[src/rtl/wb_video_arbiter.sv]
// ---------------------------------------------------------------------------
// wb_video_arbiter
// Shares one Wishbone RAM slave port between two video DMA masters:
//   m0 = video_in writer, m1 = video_out reader.
// Ownership is granted round-robin at cycle boundaries. LOCK lets an owner keep
// the bus across cycles, up to MAX_HOLD acknowledged beats while the other
// master waits. A watchdog ends any access the slave leaves unacknowledged for
// WD_CYCLES strobe cycles: it returns ERR and hands the bus on.
//
// Parameters
//   WD_CYCLES  strobe cycles without ACK before ERR is returned (>= 2)
//   MAX_HOLD   locked beats allowed while the other master requests (<= 63)
// Ports
//   clk, nRST                 clock, asynchronous active-low reset
//   m{0,1}_wb_*_I             master requests (CYC, STB, LOCK, WE, SEL, ADR, DAT)
//   m{0,1}_wb_DAT_O           slave read data, broadcast to both masters
//   m{0,1}_wb_ACK_O / ERR_O   acknowledge / watchdog error, owner only
//   s_wb_*_O                  owner's request muxed to the slave
//   s_wb_DAT_I, s_wb_ACK_I    slave read data and acknowledge
//   gnt                       one-hot owner (00 = idle)
// ---------------------------------------------------------------------------
module wb_video_arbiter #(
    parameter int WD_CYCLES = 64,
    parameter int MAX_HOLD  = 32
) (
    input  logic        clk,
    input  logic        nRST,
    input  logic        m0_wb_CYC_I,
    input  logic        m0_wb_STB_I,
    input  logic        m0_wb_LOCK_I,
    input  logic        m0_wb_WE_I,
    input  logic [3:0]  m0_wb_SEL_I,
    input  logic [31:0] m0_wb_ADR_I,
    input  logic [31:0] m0_wb_DAT_I,
    output logic [31:0] m0_wb_DAT_O,
    output logic        m0_wb_ACK_O,
    output logic        m0_wb_ERR_O,
    input  logic        m1_wb_CYC_I,
    input  logic        m1_wb_STB_I,
    input  logic        m1_wb_LOCK_I,
    input  logic        m1_wb_WE_I,
    input  logic [3:0]  m1_wb_SEL_I,
    input  logic [31:0] m1_wb_ADR_I,
    input  logic [31:0] m1_wb_DAT_I,
    output logic [31:0] m1_wb_DAT_O,
    output logic        m1_wb_ACK_O,
    output logic        m1_wb_ERR_O,
    output logic        s_wb_CYC_O,
    output logic        s_wb_STB_O,
    output logic        s_wb_WE_O,
    output logic [3:0]  s_wb_SEL_O,
    output logic [31:0] s_wb_ADR_O,
    output logic [31:0] s_wb_DAT_O,
    input  logic [31:0] s_wb_DAT_I,
    input  logic        s_wb_ACK_I,
    output logic [1:0]  gnt
);

    localparam int              WD_W     = $clog2(WD_CYCLES);
    localparam logic [WD_W-1:0] WD_LAST  = WD_W'(WD_CYCLES - 1);
    localparam logic [5:0]      HOLD_LIM = 6'(MAX_HOLD);
    localparam logic [5:0]      HOLD_SAT = 6'd63;

    typedef enum logic [1:0] {
        ST_IDLE = 2'b00,
        ST_OWN0 = 2'b01,
        ST_OWN1 = 2'b10
    } state_t;

    state_t          state_r;
    state_t          nxt_state_s;
    logic            last_r;        // 1: m1 was the last owner, so m0 wins a tie
    logic            nxt_last_s;
    logic [1:0]      gnt_r;
    logic [5:0]      hold_r;
    logic [5:0]      nxt_hold_s;
    logic [WD_W-1:0] wd_r;
    logic [WD_W-1:0] nxt_wd_s;
    logic            block_r;       // slave CYC/STB blanked the cycle after a timeout

    logic            own0_s;
    logic            own1_s;
    logic            own_cyc_s;
    logic            own_stb_s;
    logic            own_lock_s;
    logic            oth_cyc_s;
    logic            ack_s;
    logic            timeout_s;
    logic            release_s;
    logic            end_s;

    assign gnt = gnt_r;

    // Select the current owner's control inputs and the other master's request
    always_comb begin
        own0_s     = (state_r == ST_OWN0);
        own1_s     = (state_r == ST_OWN1);
        own_cyc_s  = 1'b0;
        own_stb_s  = 1'b0;
        own_lock_s = 1'b0;
        oth_cyc_s  = 1'b0;
        if (own0_s) begin
            own_cyc_s  = m0_wb_CYC_I;
            own_stb_s  = m0_wb_STB_I;
            own_lock_s = m0_wb_LOCK_I;
            oth_cyc_s  = m1_wb_CYC_I;
        end else if (own1_s) begin
            own_cyc_s  = m1_wb_CYC_I;
            own_stb_s  = m1_wb_STB_I;
            own_lock_s = m1_wb_LOCK_I;
            oth_cyc_s  = m0_wb_CYC_I;
        end else begin
            own_cyc_s  = 1'b0;
        end
    end

    // ACK beats the watchdog when both land in the same cycle
    assign ack_s     = s_wb_ACK_I & own_stb_s;
    assign timeout_s = own_stb_s & ~block_r & ~s_wb_ACK_I & (wd_r == WD_LAST);
    // A locked owner between cycles gives way only once it has used its beats
    assign release_s = ~own_cyc_s &
                       (~own_lock_s | ((hold_r >= HOLD_LIM) & oth_cyc_s));
    assign end_s     = timeout_s | release_s;

    // Next owner: round-robin from idle, hand-over without an idle bubble
    always_comb begin
        nxt_state_s = state_r;
        nxt_last_s  = last_r;
        case (state_r)
            ST_IDLE: begin
                if (m0_wb_CYC_I && m1_wb_CYC_I) begin
                    nxt_state_s = last_r ? ST_OWN0 : ST_OWN1;
                end else if (m0_wb_CYC_I) begin
                    nxt_state_s = ST_OWN0;
                end else if (m1_wb_CYC_I) begin
                    nxt_state_s = ST_OWN1;
                end else begin
                    nxt_state_s = ST_IDLE;
                end
            end
            ST_OWN0: begin
                if (end_s) begin
                    nxt_last_s  = 1'b0;
                    nxt_state_s = m1_wb_CYC_I ? ST_OWN1 : ST_IDLE;
                end else begin
                    nxt_state_s = ST_OWN0;
                end
            end
            ST_OWN1: begin
                if (end_s) begin
                    nxt_last_s  = 1'b1;
                    nxt_state_s = m0_wb_CYC_I ? ST_OWN0 : ST_IDLE;
                end else begin
                    nxt_state_s = ST_OWN1;
                end
            end
            default: begin
                nxt_state_s = ST_IDLE;
            end
        endcase
    end

    // Lock-beat and watchdog counters; both restart whenever ownership changes
    always_comb begin
        nxt_hold_s = 6'd0;
        nxt_wd_s   = '0;
        if ((own0_s || own1_s) && !end_s) begin
            if (!own_lock_s) begin
                nxt_hold_s = 6'd0;
            end else if (ack_s && (hold_r != HOLD_SAT)) begin
                nxt_hold_s = hold_r + 6'd1;
            end else begin
                nxt_hold_s = hold_r;
            end
            if (own_stb_s && !block_r && !ack_s) begin
                nxt_wd_s = wd_r + WD_W'(1);
            end else begin
                nxt_wd_s = '0;
            end
        end else begin
            nxt_hold_s = 6'd0;
        end
    end

    // Arbitration state register with registered grant
    always_ff @(posedge clk or negedge nRST) begin
        if (!nRST) begin
            state_r <= ST_IDLE;
            gnt_r   <= 2'b00;
            last_r  <= 1'b1;
            hold_r  <= 6'd0;
            wd_r    <= '0;
            block_r <= 1'b0;
        end else begin
            state_r <= nxt_state_s;
            last_r  <= nxt_last_s;
            hold_r  <= nxt_hold_s;
            wd_r    <= nxt_wd_s;
            block_r <= timeout_s;
            case (nxt_state_s)
                ST_OWN0: gnt_r <= 2'b01;
                ST_OWN1: gnt_r <= 2'b10;
                default: gnt_r <= 2'b00;
            endcase
        end
    end

    // Route the owner's request to the slave and the slave response back
    always_comb begin
        s_wb_CYC_O  = 1'b0;
        s_wb_STB_O  = 1'b0;
        s_wb_WE_O   = 1'b0;
        s_wb_SEL_O  = 4'd0;
        s_wb_ADR_O  = 32'd0;
        s_wb_DAT_O  = 32'd0;
        m0_wb_ACK_O = 1'b0;
        m1_wb_ACK_O = 1'b0;
        m0_wb_ERR_O = 1'b0;
        m1_wb_ERR_O = 1'b0;
        if (own0_s) begin
            s_wb_WE_O   = m0_wb_WE_I;
            s_wb_SEL_O  = m0_wb_SEL_I;
            s_wb_ADR_O  = m0_wb_ADR_I;
            s_wb_DAT_O  = m0_wb_DAT_I;
            m0_wb_ACK_O = ack_s;
            m0_wb_ERR_O = timeout_s;
        end else if (own1_s) begin
            s_wb_WE_O   = m1_wb_WE_I;
            s_wb_SEL_O  = m1_wb_SEL_I;
            s_wb_ADR_O  = m1_wb_ADR_I;
            s_wb_DAT_O  = m1_wb_DAT_I;
            m1_wb_ACK_O = ack_s;
            m1_wb_ERR_O = timeout_s;
        end else begin
            s_wb_WE_O   = 1'b0;
        end
        // Timed-out access is dropped at the slave now and for one more cycle
        if (!timeout_s && !block_r) begin
            s_wb_CYC_O = own_cyc_s;
            s_wb_STB_O = own_stb_s;
        end else begin
            s_wb_CYC_O = 1'b0;
            s_wb_STB_O = 1'b0;
        end
    end

    assign m0_wb_DAT_O = s_wb_DAT_I;
    assign m1_wb_DAT_O = s_wb_DAT_I;

endmodule

[config.mk]
export PLATFORM = sky130hd
export DESIGN_NAME = wb_video_arbiter
export DESIGN_NICKNAME = d
export VERILOG_FILES = /design/src/rtl/wb_video_arbiter.sv
export SDC_FILE = /design/constraint.sdc
export NUM_CORES = 1
export LEC_CHECK = 0
export ABC_AREA = 1
export CAP_MARGIN = 30
export CORE_AREA = 4 4 123 125
export DETAILED_ROUTE_END_ITERATION = 10
export DIE_AREA = 0 0 127 129
export PLACE_DENSITY = 0.7
export SYNTH_ARGS = -nofsm -noshare
export SYNTH_HDL_FRONTEND = slang
export SYNTH_SLANG_ARGS = --single-unit
[constraint.sdc]
create_clock -name clk -period 4.73 [get_ports clk]
set_input_delay 0.7095 -clock clk [delete_from_list [all_inputs] [get_ports clk]]
set_output_delay 0.7095 -clock clk [all_outputs]
set_load 0.02 [all_outputs]
==> results of run 1 <==
## cell usage after synthesis, drive strengths merged, types with 2 or more instances
cell / count
a22o: 69
ha: 7
nor3b: 2
a21oi: 4
xor2: 5
nor2: 23
clkbuf: 9
inv: 21
nand3: 15
nor3: 4
dfrtp: 17
nand2: 25
buf: 71
## worst max-delay path: stages, from the launching register on
cell and delay, ps:
dfrtp_1 370, inv_1 70, ha_2 420, nor2_8 460
buf_4 500, a21boi_1 170, nor3_1 190, clkdlybuf4s50_1 630
## layout make-up
cell class                 count  share of cell area [%]
clock buffer                   4                    2.09
inverter                      21                    1.85
multi-input combinational    159                    27.4
sequential                    18                    10.6
tap                          180                    5.29
timing repair buffer         225                    52.7
## where the power goes
part           switching [mW]  total, mW  leakage (nW)  internal, mW
Combinational           0.818       1.57          1.39         0.748
Clock                  0.0546      0.183        0.0442         0.128
Sequential             0.0123      0.189         0.244         0.177
Total                   0.885       1.94          1.68          1.05
## layer usage
metal / vias to the layer above / global-route usage, %
met1: 1144 / 15.9
met3: 8 / 7.06
li1: 1209 / -
met2: 173 / 21.5
met5: - / 0
met4: 2 / 0.946
## through the flow
stage / instance area (sq um) / hold slack (ps) / total power, mW / worst slack [ps]
2_1_floorplan: 2240 / 414 / 1.11 / 2390
4_1_cts: 4260 / 466 / 1.97 / 879
6_report: 4260 / 463 / 1.94 / 931
3_3_place_gp: 4170 / 448 / 1.75 / 1200
3_5_place_dp: 4170 / 458 / 1.77 / 1150
5_1_grt: 4260 / 482 / 2.06 / 632
## kinds of logic (layout without fill, tap and decap cells)
| kind of cell | after synthesis | count (layout) | synth area share (%) |
|---|---|---|---|
| and+or+nand+nor | 70 | 70 | 16.9 |
| AOI/OAI and AO/OA | 76 | 76 | 28.8 |
| xor gates and xnor gates | 6 | 6 | 2.34 |
| buffers and inverters | 101 | 250 | 27.9 |
| DFF | 18 | 18 | 20.1 |
| adders and majority gates | 7 | 7 | 3.90 |
## state kept, by name (all words and copies together) (netlist names)
register and cells:
hold_r 6, last_r 1, block_r 1, wd_r 6, gnt 2, state_r 2
## worst max path at each step
stage	from	to	slack [ps]	cells after the start
2_1_floorplan	state_r[0]	s_wb_STB_O	2390	9
5_1_grt	state_r[1]	s_wb_CYC_O	630	7
6_report	state_r[1]	s_wb_CYC_O	930	7
4_1_cts	state_r[1]	s_wb_CYC_O	880	7
3_3_place_gp	state_r[1]	s_wb_CYC_O	1200	7
3_5_place_dp	state_r[1]	s_wb_CYC_O	1150	7
==> out/metrics.cfg, run 1 <==
[outcome]
status = finished, final reports clean

[finish]
regArea_sq_um = 452
area_growth_pct = 89.8
nNetsFinal = 614
multiInputGateArea_sq_um = 1170
nFillCells = 1455
final_cells = 607
diodes = 0
mostFrequentLayoutCell = clkdlybuf4s50_1
final_util_pct = 30.7
drive_gt1_share_pct = 5.15
final_cell_mix = clkdlybuf4s50_1 (223), a22o_1 (69), inv_1 (20), nor2_1 (20), nand2_1 (19)

[placement]
place_congestion = 0.900
place_inst = 603
numPortBuffers = 223
hpwl_um = 10100

[worst_hold_path]
hp-start = wd_r[0]
hold_end = wd_r[0]
whs_path_depth = 1
hold_path_class = reg -> reg

[yosys]
syn_area_sq_um = 2240
yosysUniqueCellTypes = 29
synthFlopType = dfrtp_1
synth_edf_count = 0
syn_inst = 278
seq_area_frac_synth_pct = 20.1
ys_ff_latch = 18
synth_nets = 464
yosys.area.top_type = a22o_1
synthArstFlopShare_pct = 100
ys_warn_count = 0
synth_area_per_cell_sq_um = 8.07
netlist.area_leader.share_pct = 26.9
synth_area_leaders = a22o_1 (27%), buf_4 (22%), dfrtp_1 (19%)

[sta]
fmax_mhz = 263
maxSlewHeadroom_pct = 43.9
finalHoldViolCount = 0
final.setup.tns_ps = 0
period_needed_ps = 3800
clock_skew_ps = 1.04
slew_viol_final = 0
setup_viol = 0
tightestPinTransition_ps = 839
rsz0062_at_grt = false
final.period_utilization_pct = 80.3

[clocking]
cts_root_buf = clkbuf_16
cts_made_buffers = 3
cts_sinks = 18
cts_setup_buffers = 0
cts_buffer_depth = 2
path_clk_slew_ps = 50
post_cts_resized = 0
cts_tree = built
ctsHoldBuffers = 0
cts-htree-levels = 1
clock_latency_ps = 240

[power_and_ir_drop]
power_density_nw_per_um2 = 455
peakVddDrop_mv = 0.154
p_leak_nw = 1.68

[grt]
grt_util_all_layers_pct = 13.1
grt_pass1_vias = 2680
gr-total-overflow = 0
antenna_found_initial = 1
grt_pass1_wl_um = 16600
grt_max_degree = 45

[detailed_routing]
wl_met1_um = 4630
dr.first_iter.drc_count = 140
met3_length_um = 1560
wl_met2_um = 5760
wl_um = 12000
drc_errors = 0
vias = 2536
antenna_left = 0
first_pass_iters = 4
drt-wirelength-per-cell_um = 19.7
highest_layer = met5
vias_per_cell = 4.18

[critical_path]
r2r-start = state_r[1]
r2r_cells = 11
arrival_ps = 3090
rrSetupSlack_ps = 1980
critical_path_class = reg -> out
timing.rr.end = wd_r[3]
cp.required_ps = 4020
startpoint_type = flip-flop
crit_fanout = 44
cp-end-kind = primary output

[floorplan]
ios = 320
die_y_um = 129
die_w_um = 127
coreArea_sq_um = 13900
num_rows = 43
die_area_sq_um = 16400
start_util_pct = 16.2

[job]
maxCapViolCount = 0

(Power assumes the default switching activity.)
==> inputs of run 2 (changes only) <==
Settings changed: CORE_AREA 4 4 123 125 to 4 4 122 124, DIE_AREA 0 0 127 129 to 0 0 126 128, PLACE_DENSITY 0.7 to 0.71.
Clock period 4.73 ns to 3.8 ns, I/O delays scaled along.
==> run 2 against run 1 <==
First-iteration DRC count decreased by 53%. Clock skew increased by 1.4 ps. Via count increased by 0.75%. Wire length decreased by 12%. Largest power group unchanged. Count of clock-buffer cells in the layout unchanged. Highest routed layer unchanged. Clock power increased by 26%. Critical endpoint is now m0_wb_ERR_O.
==> out/metrics.cfg, run 2 (synthesized netlist as in run 1, its figures left out) <==
[sta]
period_needed_ps = 3330
final.period_utilization_pct = 87.5
final.setup.tns_ps = 0  ; unchanged
clock_skew_ps = 2.47  ; +1.43 ps
maxSlewHeadroom_pct = 45.9  ; +2.0 points
fmax_mhz = 301
tightestPinTransition_ps = 809  ; -29.7 ps
layout_setup_ws_ps = 474  ; -456 ps
setup_viol = 0  ; unchanged
rsz0062_at_grt = false
finalHoldViolCount = 0  ; unchanged
slew_viol_final = 0  ; unchanged

[grt]
grt_util_all_layers_pct = 11.8  ; -1.3 points
grt_pass1_wl_um = 15300  ; -7.9%
grt_max_degree = 51  ; +13%
antenna_found_initial = 1  ; unchanged
grt_pass1_vias = 2622  ; -2.2%
gr-total-overflow = 0  ; unchanged

[placement]
place_congestion = 0.878  ; -2.5%
placedInstanceArea_sq_um = 4190  ; +0.48%
pre_cts_ws_ps = 738  ; -408 ps
numPortBuffers = 223  ; unchanged
hpwl_um = 8820  ; -13%

[power_and_ir_drop]
p_leak_nw = 1.68  ; +0.51%
sequentialPowerShare_pct = 9.8  ; about the same
p_int_mw = 1.33  ; +26%
finalPower_mw = 2.43  ; +25%
peakVddDrop_mv = 0.265  ; +72%
power.switching_mw = 1.10  ; +25%
clock_power_share_pct = 9.5  ; about the same
power_density_nw_per_um2 = 568  ; +25%
power_frac_comb_pct = 80.7  ; about the same
p_sw_share_pct = 45.4  ; -0.21 points

[floorplan]
start_util_pct = 16.3  ; +0.13 points
die_area_sq_um = 16100  ; -1.6%
ios = 320  ; unchanged
num_rows = 43  ; unchanged
die_y_um = 128  ; -0.78%
coreArea_sq_um = 13800  ; -0.78%
die_w_um = 126  ; -0.79%

[clocking]
cts_sinks = 18  ; unchanged
cts_root_buf = clkbuf_16
clock_latency_ps = 250  ; about the same
cts_buffer_depth = 2  ; unchanged
ctsHoldBuffers = 0  ; unchanged
cts_made_buffers = 3  ; unchanged
cts_setup_buffers = 0  ; unchanged
cts-htree-levels = 1  ; unchanged
post_cts_resized = 0  ; unchanged
path_clk_slew_ps = 50  ; about the same
cts_tree = built

[finish]
drive_gt1_share_pct = 5.37  ; +0.22 points
design_area_sq_um = 4280  ; +0.47%
final_cell_mix = clkdlybuf4s50_1 (223), a22o_1 (69), inv_1 (20), nor2_1 (20), nand2_1 (19)
nFillCells = 1406  ; -3.4%
mostFrequentLayoutCell = clkdlybuf4s50_1
largest_registers = hold_r x6, wd_r x6
diodes = 0  ; unchanged
area_growth_pct = 90.7
nNetsFinal = 615  ; +0.16%
final_util_pct = 31.1  ; +0.39 points

[detailed_routing]
drt-wirelength-per-cell_um = 17.4  ; -12%
wl_um = 10600  ; -12%
first_pass_iters = 4  ; unchanged
dr.first_iter.drc_count = 66  ; -53%
antenna_left = 0  ; unchanged
vias = 2555  ; +0.75%
drc_errors = 0  ; unchanged
vias_per_cell = 4.20  ; +0.58%

[critical_path]
critical_path_class = reg -> out
crit_fanout = 50  ; +14%
cp-end-kind = primary output
timing.rr.end = gnt[1]
r2r_cells = 14  ; +3
arrival_ps = 2760  ; -330 ps
cp.required_ps = 3230  ; -790 ps
rrSetupSlack_ps = 1110  ; -870 ps
r2r-start = state_r[1]
startpoint_type = flip-flop

[worst_hold_path]
hold_path_class = reg -> reg
hp-start = wd_r[0]
whs_path_depth = 1  ; unchanged
hold_end = wd_r[0]

[outcome]
status = finished, final reports clean

[job]
maxCapViolCount = 0  ; unchanged

-- run 2: cell type report --
| cell class | instances | area, sq um | area share, % |
|---|---|---|---|
| Tap cell | 180 | 225 | 5.26 |
| Sequential cell | 18 | 452 | 10.6 |
| Clock buffer | 4 | 88.8 | 2.08 |
| Timing Repair Buffer | 226 | 2270 | 53.0 |
| Multi-Input combinational cell | 159 | 1170 | 27.3 |
| Inverter | 21 | 78.8 | 1.84 |
-- run 2: power by group through the flow --
stage	combinational, mW	sequential, mW	clock [mW]
2_1_floorplan	1.14	0.244	0
3_3_place_gp	1.96	0.238	0
3_5_place_dp	1.98	0.239	0
4_1_cts	1.99	0.237	0.236
5_1_grt	2.08	0.241	0.244
6_report	1.96	0.237	0.231
-- run 2: how the worst max path moves through the flow --
stage | startpoint | to | slack, ps
floorplan | state_r[0] | s_wb_STB_O | 1600
global placement | state_r[1] | s_wb_DAT_O[31] | 780
detailed placement | state_r[1] | s_wb_DAT_O[31] | 740
CTS | state_r[1] | s_wb_DAT_O[31] | 450
global route | state_r[1] | m0_wb_ERR_O | 320
finish | state_r[1] | m0_wb_ERR_O | 470
-- run 2: layer usage --
layer	wire (um)	vias up	track usage [%]
met2	5280	183	20.7
met3	1200	12	4.88
met4	122	2	2.40
met5	13	-	0
met1	3950	1147	13.6
li1	-	1211	-
-- run 2: worst max-delay path, stage by stage, from the launching register on --
cell and delay (ps):
dfrtp_1 400, inv_1 90, ha_2 240, buf_4 320, buf_4 500, inv_1 150
nor2_1 140, clkdlybuf4s50_1 610
-- run 2: through the flow --
stage          hold WS, ps  instances
3_5_place_dp           452        604
3_3_place_gp           446        604
6_report               459        608
2_1_floorplan          274        278
4_1_cts                459        608
5_1_grt                495        608
